<file path="config.mk">
export PLATFORM = sky130hd
export DESIGN_NAME = param_counter
export DESIGN_NICKNAME = d
export VERILOG_FILES = /design/src/rtl/counter_pkg.sv /design/src/rtl/counter_prescaler.sv /design/src/rtl/param_counter.sv
export SDC_FILE = /design/constraint.sdc
export NUM_CORES = 1
export LEC_CHECK = 0
export CAP_MARGIN = 15
export CORE_AREA = 4 4 41 43
export DETAILED_ROUTE_END_ITERATION = 6
export DIE_AREA = 0 0 45 47
export GPL_TIMING_DRIVEN = 0
export PLACE_DENSITY = 0.7
export SLEW_MARGIN = 20
export SYNTH_ARGS = -nofsm -noshare
export SYNTH_HDL_FRONTEND = slang
export SYNTH_SLANG_ARGS = --single-unit
</file>
<file path="constraint.sdc">
create_clock -name clock -period 1.85 [get_ports clock]
set_input_delay 0.37 -clock clock [delete_from_list [all_inputs] [get_ports clock]]
set_output_delay 0.37 -clock clock [all_outputs]
set_load 0.005 [all_outputs]
</file>
<file path="src/rtl/counter_pkg.sv">
// Shared definitions for the parametrised counter family: mode encodings for
// the SATURATE parameter and a constant-foldable ceil(log2) used to size the
// optional prescaler (enabled with the COUNTER_PRESCALE_EN macro).
package counter_pkg;

   // Values for the SATURATE parameter.
   localparam int COUNT_WRAP = 0;
   localparam int COUNT_SAT  = 1;

   // Number of bits needed to hold values 0..n-1; never returns less than 1.
   function automatic int clog2(input int n);
      int bits;
      int span;
      bits = 0;
      span = 1;
      while (span < n) begin
         span = span * 2;
         bits = bits + 1;
      end
      if (bits < 1) begin
         bits = 1;
      end
      return bits;
   endfunction

endpackage

</file>
<file path="src/rtl/counter_prescaler.sv">
// Divides enabled cycles by PRESCALE: strobe is high on every PRESCALE-th
// enabled cycle. en=0 freezes the phase; restart forces it back to zero.
// Only instantiated when COUNTER_PRESCALE_EN is defined.
module counter_prescaler
   import counter_pkg::*;
#(
   parameter int PRESCALE = 4
) (
   input  logic clock,
   input  logic reset_n,
   input  logic en,
   input  logic restart,
   output logic strobe
);

   localparam int PW = clog2(PRESCALE);
   localparam logic [PW-1:0] LAST = PW'(PRESCALE - 1);

   logic [PW-1:0] phase;

   // Strobe marks the final phase of the division period.
   assign strobe = (phase == LAST);

   // Phase counter: restart wins, otherwise advance on enabled cycles and
   // fold back to zero after the strobe cycle.
   always_ff @(posedge clock or negedge reset_n) begin
      if (!reset_n) begin
         phase <= '0;
      end else if (restart) begin
         phase <= '0;
      end else if (en) begin
         if (phase == LAST) begin
            phase <= '0;
         end else begin
            phase <= phase + PW'(1);
         end
      end
   end

endmodule

</file>
<file path="src/rtl/param_counter.sv">
// Parametrised up/down counter with enable, synchronous clear/load, wrap or
// saturate at the bounds, a combinational terminal-count flag, a one-cycle
// wrapped pulse and a sticky saturation flag.
// Optional feature: define COUNTER_PRESCALE_EN to step only once every
// PRESCALE enabled cycles; without it every enabled cycle is a step.
// Legal ranges: WIDTH 2..32, 1 <= MAX <= 2**WIDTH-1, PRESCALE >= 2.
module param_counter
   import counter_pkg::*;
#(
   parameter int              WIDTH    = 5,
   parameter longint unsigned MAX      = (64'd1 << WIDTH) - 64'd1,
   parameter int              SATURATE = COUNT_WRAP,
   parameter int              PRESCALE = 4
) (
   input  logic             clock,
   input  logic             reset_n,
   input  logic             en,
   input  logic             up,
   input  logic             clear,
   input  logic             load,
   input  logic [WIDTH-1:0] load_value,
   output logic [WIDTH-1:0] count,
   output logic             tc,
   output logic             wrapped,
   output logic             sat
);

   localparam logic [WIDTH-1:0] MAX_V    = WIDTH'(MAX);
   localparam logic [WIDTH:0]   MAX_X    = {1'b0, MAX_V};
   localparam bit               SAT_MODE = (SATURATE == COUNT_SAT);

   logic             strobe;
   logic             step;
   logic [WIDTH:0]   inc;
   logic             at_top;
   logic             at_bot;
   logic             bound_hit;
   logic [WIDTH-1:0] load_clamped;

`ifdef COUNTER_PRESCALE_EN
   // A clear or load also restarts the division period.
   counter_prescaler #(
      .PRESCALE (PRESCALE)
   ) u_prescaler (
      .clock   (clock),
      .reset_n (reset_n),
      .en      (en),
      .restart (clear | load),
      .strobe  (strobe)
   );
`else
   // Without the prescaler every enabled cycle steps; PRESCALE has no effect
   // but stays in the parameter list so both builds share one interface.
   assign strobe = (PRESCALE >= 2) | 1'b1;
`endif

   assign step = en & strobe;

   // Increment is formed one bit wider so the top bound test stays exact
   // even when MAX is the all-ones value of WIDTH bits.
   assign inc          = {1'b0, count} + (WIDTH+1)'(1);
   assign at_top       = (inc > MAX_X);
   assign at_bot       = (count == '0);
   assign bound_hit    = up ? at_top : at_bot;
   assign load_clamped = (load_value > MAX_V) ? MAX_V : load_value;

   // Terminal count follows the current direction and value.
   assign tc = up ? (count == MAX_V) : (count == '0);

   // Counter state and flags: clear beats load beats step, at most one action.
   always_ff @(posedge clock or negedge reset_n) begin
      if (!reset_n) begin
         count   <= '0;
         wrapped <= 1'b0;
         sat     <= 1'b0;
      end else if (clear) begin
         count   <= '0;
         wrapped <= 1'b0;
         sat     <= 1'b0;
      end else if (load) begin
         count   <= load_clamped;
         wrapped <= 1'b0;
      end else if (step) begin
         if (bound_hit) begin
            wrapped <= 1'b1;
            if (SAT_MODE) begin
               // Hold at the bound; the sticky flag records the hit.
               sat <= 1'b1;
            end else begin
               count <= up ? '0 : MAX_V;
            end
         end else begin
            wrapped <= 1'b0;
            count   <= up ? inc[WIDTH-1:0] : (count - WIDTH'(1));
         end
      end else begin
         wrapped <= 1'b0;
      end
   end

endmodule

</file>
==> flow_summary.rst <==
.. list-table::
   :header-rows: 1

   * - Metric
     - Value
   * - Outcome
     - finished with violations
   * - Buffers & Inverters on Critical Path
     - 2
   * - Critical path data required time
     - between 1 and 1.5 ns
   * - Path class of the lowest-slack min-delay path
     - in -> async
   * - Count of buffers from port buffering
     - 16
   * - Post-synthesis share of cell area spent on full adders, half adders and majority gates
     - 0.0746
   * - Setup CP Type
     - reg -> out
   * - Share of the cycle needed by the critical path after routing
     - 1.08
   * - Xor/xnor share of the synthesized area
     - 0.0174
   * - Starting DRC count in detailed routing
     - 14
   * - Mean routed wirelength per cell
     - around 13 µm
   * - Final number of max-transition violations
     - 0
   * - Synthesized flop and latch total
     - 6
   * - Via count of the first global-routing pass
     - between 400 and 500
   * - Sequential standard cell area
     - around 150 µm²
   * - Total of endpoints with negative setup slack in the final report
     - 1
   * - Per-instance average area after synthesis
     - approximately 9.1 µm²
   * - Final Routed Wirelength
     - 1.26 mm
   * - Area fraction of the dominant cell type after synthesis
     - 0.299
   * - Failing checks
     - negative setup slack
   * - DRC violation count after routing
     - 0
   * - CTS tree
     - built
   * - Hold Violations, Final
     - 0
   * - Warnings, synthesis
     - 0
   * - Leading cell types in the layout, fill and taps excluded
     - sky130_fd_sc_hd__clkdlybuf4s50_1, sky130_fd_sc_hd__buf_4, sky130_fd_sc_hd__dfrtp_1
   * - Initial Util
     - 0.387
   * - Via count
     - around 520
   * - Die Outline Area
     - 2120 µm²
   * - Global routing usage summed across all routing layers
     - 0.139
   * - Slowest cell delay on critical path
     - between 0.4 and 0.5 ns
   * - Number of distinct standard cells referenced by the synthesized netlist
     - 29
   * - Wire length of the first global-routing pass
     - roughly 2.1 mm
   * - Placed cells
     - between 80 and 90
   * - Per-cell via count in the routed design
     - 5.38
   * - Routability congestion estimate
     - just over 0.8
   * - Most common cell after layout, fill and taps aside
     - sky130_fd_sc_hd__clkdlybuf4s50_1
   * - Worst ir drop on vdd
     - roughly 0.00045 V
   * - Area post-placement
     - between 600 and 700 µm²
   * - Comb pwr share
     - 0.395
   * - Antenna violations before repair
     - 0
   * - Layout Nets
     - 98
   * - Net Count, Synth
     - just under 70
   * - Cell type with the largest total area after synthesis
     - sky130_fd_sc_hd__dfrtp_1
   * - Unrepaired setup endpoints after global routing
     - yes
   * - Internal power
     - ~0.00032 W
   * - Length of the first detailed-routing pass in iterations
     - 4
   * - Number of clock buffers inserted by TritonCTS
     - 3
   * - Switching Fraction
     - 0.288
   * - Post-CTS Hold Buffers
     - 0
   * - Fill cell instance count of the final layout
     - approximately 120
   * - Latest clock arrival within the worst-skew pair
     - ~0.24 ns
   * - Fraction of power consumed by the clock network
     - 0.252
   * - Area taken by multi-input logic gates
     - around 340 µm²
   * - Net load switching power
     - around 0.00013 W
   * - Fraction of final layout cells with drive strength greater than 1
     - 0.317
   * - Num rows
     - 13
   * - Portion of the post-synthesis area used by sequential elements
     - 0.299
   * - Critical Path Fanout Max
     - 2
   * - Clock-pin slew on the worst setup and hold paths
     - approximately 0.040 ns
   * - Data arrival, critical path
     - around 1.6 ns
   * - Cell-by-cell trace of the critical path
     - inv_2 -> ha_4 -> or4b_4 -> nor2_4 -> a21o_2 -> buf_2
   * - Share of cell area taken by muxes after synthesis
     - 0.0796
   * - Number of instances in the synthesized netlist
     - between 50 and 60
   * - I/O pin count
     - 19
   * - Antenna Nets Post-Route
     - 0
   * - Post-Syn Area
     - roughly 500 µm²
   * - Die height
     - roughly 47 µm
   * - Power Dens Cells
     - approximately 570 nW/µm²
   * - Fin worst setup slack
     - -0.139 ns
   * - Clock Skew
     - roughly 0.0027 ns
   * - Maximum number of pins on one net before global-route repair
     - 11
   * - Finished Cell Area
     - 788 µm²
   * - Root Buffer
     - sky130_fd_sc_hd__clkbuf_4
   * - X dimension of the die
     - 45 µm
   * - Number of antenna cells inserted
     - 0
   * - Delay-heaviest family, CP
     - simple AND/OR/NAND/NOR gates
   * - Clock period minus final worst setup slack
     - between 1.5 and 2 ns
   * - Floorplan Core Area
     - about 1300 µm²
   * - Upper clock frequency limit
     - slightly above 500 MHz
   * - Count of maximum capacitance violations
     - 0
   * - H-tree lvl count
     - 1
   * - CP max stage cell
     - sky130_fd_sc_hd__or4b_4
   * - Dpl hpwl
     - around 900 µm
   * - Maximum clock insertion buffer count
     - 2
   * - Leakage power
     - ~0.34 nW
   * - Proportion of power drawn by flip-flops and latches
     - 0.353
   * - TritonCTS Sinks
     - 6
   * - Top post-synthesis cells by area
     - sky130_fd_sc_hd__dfrtp_1, sky130_fd_sc_hd__mux2i_1, sky130_fd_sc_hd__ha_1, sky130_fd_sc_hd__nor3b_1, sky130_fd_sc_hd__a21oi_1
   * - Area added between synthesis and finish
     - 56.7%
   * - Post-synthesis compound-gate area fraction
     - 0.219
   * - Total grt overflow
     - 0
   * - Simple-gate share of the synthesized area
     - 0.241
   * - Critical path endpoint category
     - output pin
   * - Critical Path Source Type
     - flip-flop
   * - Largest family of logic cells by synthesized area
     - simple AND/OR/NAND/NOR gates
   * - Non-filler instance count after layout
     - slightly below 100
-- state kept, by name, indices dropped and copies added, names as in the netlist --
name,flops
wrapped,1
count,5
-- cell families (layout without fill, tap and decap cells) --
| group | after synthesis | count (layout) |
|---|---|---|
| other | 1 | 1 |
| and+or+nand+nor | 18 | 18 |
| DFF | 6 | 6 |
| AOI/OAI and AO/OA | 16 | 16 |
| adders and majority gates | 3 | 3 |
| buffers and inverters | 6 | 33 |
| xor gates and xnor gates | 1 | 1 |
| muxes | 4 | 4 |
-- power groups by stage --
stage | Clock (W) | Sequential [W] | Combinational [W]
after floorplan | 0 | 0.000158 | 0.0000775
after global placement | 0 | 0.000162 | 0.000141
after detailed placement | 0 | 0.000162 | 0.000142
after CTS | 0.000121 | 0.000159 | 0.000175
after global routing | 0.000132 | 0.000161 | 0.000196
final | 0.000114 | 0.000159 | 0.000179
-- through the flow --
step / utilization / setup WS [ns] / power (W) / hold slack (ns) / setup TNS, ns
after global placement: 0.524 / -0.469 / 0.000303 / 0.600 / -0.485
after global routing: 0.606 / -0.217 / 0.000488 / 0.371 / -0.217
after floorplan: - / 0.105 / 0.000236 / 0.0744 / 0
after detailed placement: 0.524 / -0.461 / 0.000303 / 0.598 / -0.473
after CTS: 0.595 / -0.170 / 0.000455 / 0.357 / -0.170
final: 0.606 / -0.139 / 0.000451 / 0.365 / -0.139
-- final timing paths --
kind                                       from  cells after the start  slack [ns]                    to
max                        count[1]$_DFFE_PN0P_                      6       -0.14                    tc
min                                     reset_n                      1        0.36  count[1]$_DFFE_PN0P_
max reg2reg                count[1]$_DFFE_PN0P_                      8        0.05  count[0]$_DFFE_PN0P_
min reg2reg                count[3]$_DFFE_PN0P_                      2        0.68  count[3]$_DFFE_PN0P_
max in group asynchronous               reset_n                      1        1.28     wrapped$_DFF_PN0_
min in group clock                           up                      3        0.60  count[4]$_DFFE_PN0P_
-- area by class of cell --
| cell class | instances | share of cell area |
|---|---|---|
| Clock buffer | 3 | 0.0286 |
| Tap cell | 15 | 0.0238 |
| Inverter | 3 | 0.0143 |
| Multi-Input combinational cell | 43 | 0.435 |
| Sequential cell | 6 | 0.190 |
| Buffer | 3 | 0.0254 |
| Timing Repair Buffer | 24 | 0.283 |
-- cells in the mapped netlist --
cell                        count
sky130_fd_sc_hd__buf_4          2
sky130_fd_sc_hd__or4b_4         1
sky130_fd_sc_hd__inv_1          3
sky130_fd_sc_hd__o2bb2ai_1      1
sky130_fd_sc_hd__a21oi_1        4
sky130_fd_sc_hd__conb_1         1
sky130_fd_sc_hd__o21ai_0        3
sky130_fd_sc_hd__nor2_1         2
sky130_fd_sc_hd__nor3_1         2
sky130_fd_sc_hd__a21o_2         1
sky130_fd_sc_hd__nor2b_1        1
sky130_fd_sc_hd__nor3_2         1
sky130_fd_sc_hd__o41ai_2        1
sky130_fd_sc_hd__dfrtp_1        6
sky130_fd_sc_hd__mux2i_1        4
sky130_fd_sc_hd__nand2_1        3
sky130_fd_sc_hd__o21a_1         1
sky130_fd_sc_hd__xor2_1         1
sky130_fd_sc_hd__o22ai_1        2
sky130_fd_sc_hd__o31ai_1        1
sky130_fd_sc_hd__nor2_4         1
sky130_fd_sc_hd__nor3b_1        4
sky130_fd_sc_hd__and3_2         1
sky130_fd_sc_hd__a31oi_1        1
sky130_fd_sc_hd__buf_2          1
sky130_fd_sc_hd__nand4_1        1
sky130_fd_sc_hd__ha_1           3
sky130_fd_sc_hd__o211ai_1       1
sky130_fd_sc_hd__or4_1          1
-- metal layers --
layer,track usage,vias to the layer above,routed length (µm)
met5,0,-,0
li1,-,258,-
met2,0.201,18,633
met4,0.0409,0,0
met1,0.185,246,536
met3,0.0651,0,92
-- timing repair --
| action | in CTS | in global routing |
|---|---|---|
| pin swaps | 2 | 2 |
| setup buffers | 7 | 1 |
| setup endpoints to repair | 2 | 2 |
| resized for setup | 11 | 2 |
-- worst register-to-register path, cell delays in order, from the launching register on --
cell and delay [ns]:
sky130_fd_sc_hd__dfrtp_1 0.40, sky130_fd_sc_hd__inv_2 0.09, sky130_fd_sc_hd__ha_4 0.13, sky130_fd_sc_hd__or4b_4 0.48, sky130_fd_sc_hd__nor2_4 0.10, sky130_fd_sc_hd__buf_4 0.10
sky130_fd_sc_hd__buf_4 0.11, sky130_fd_sc_hd__nor3_2 0.04, sky130_fd_sc_hd__o41ai_2 0.23
Note: power is estimated with default switching activity, not from simulation.
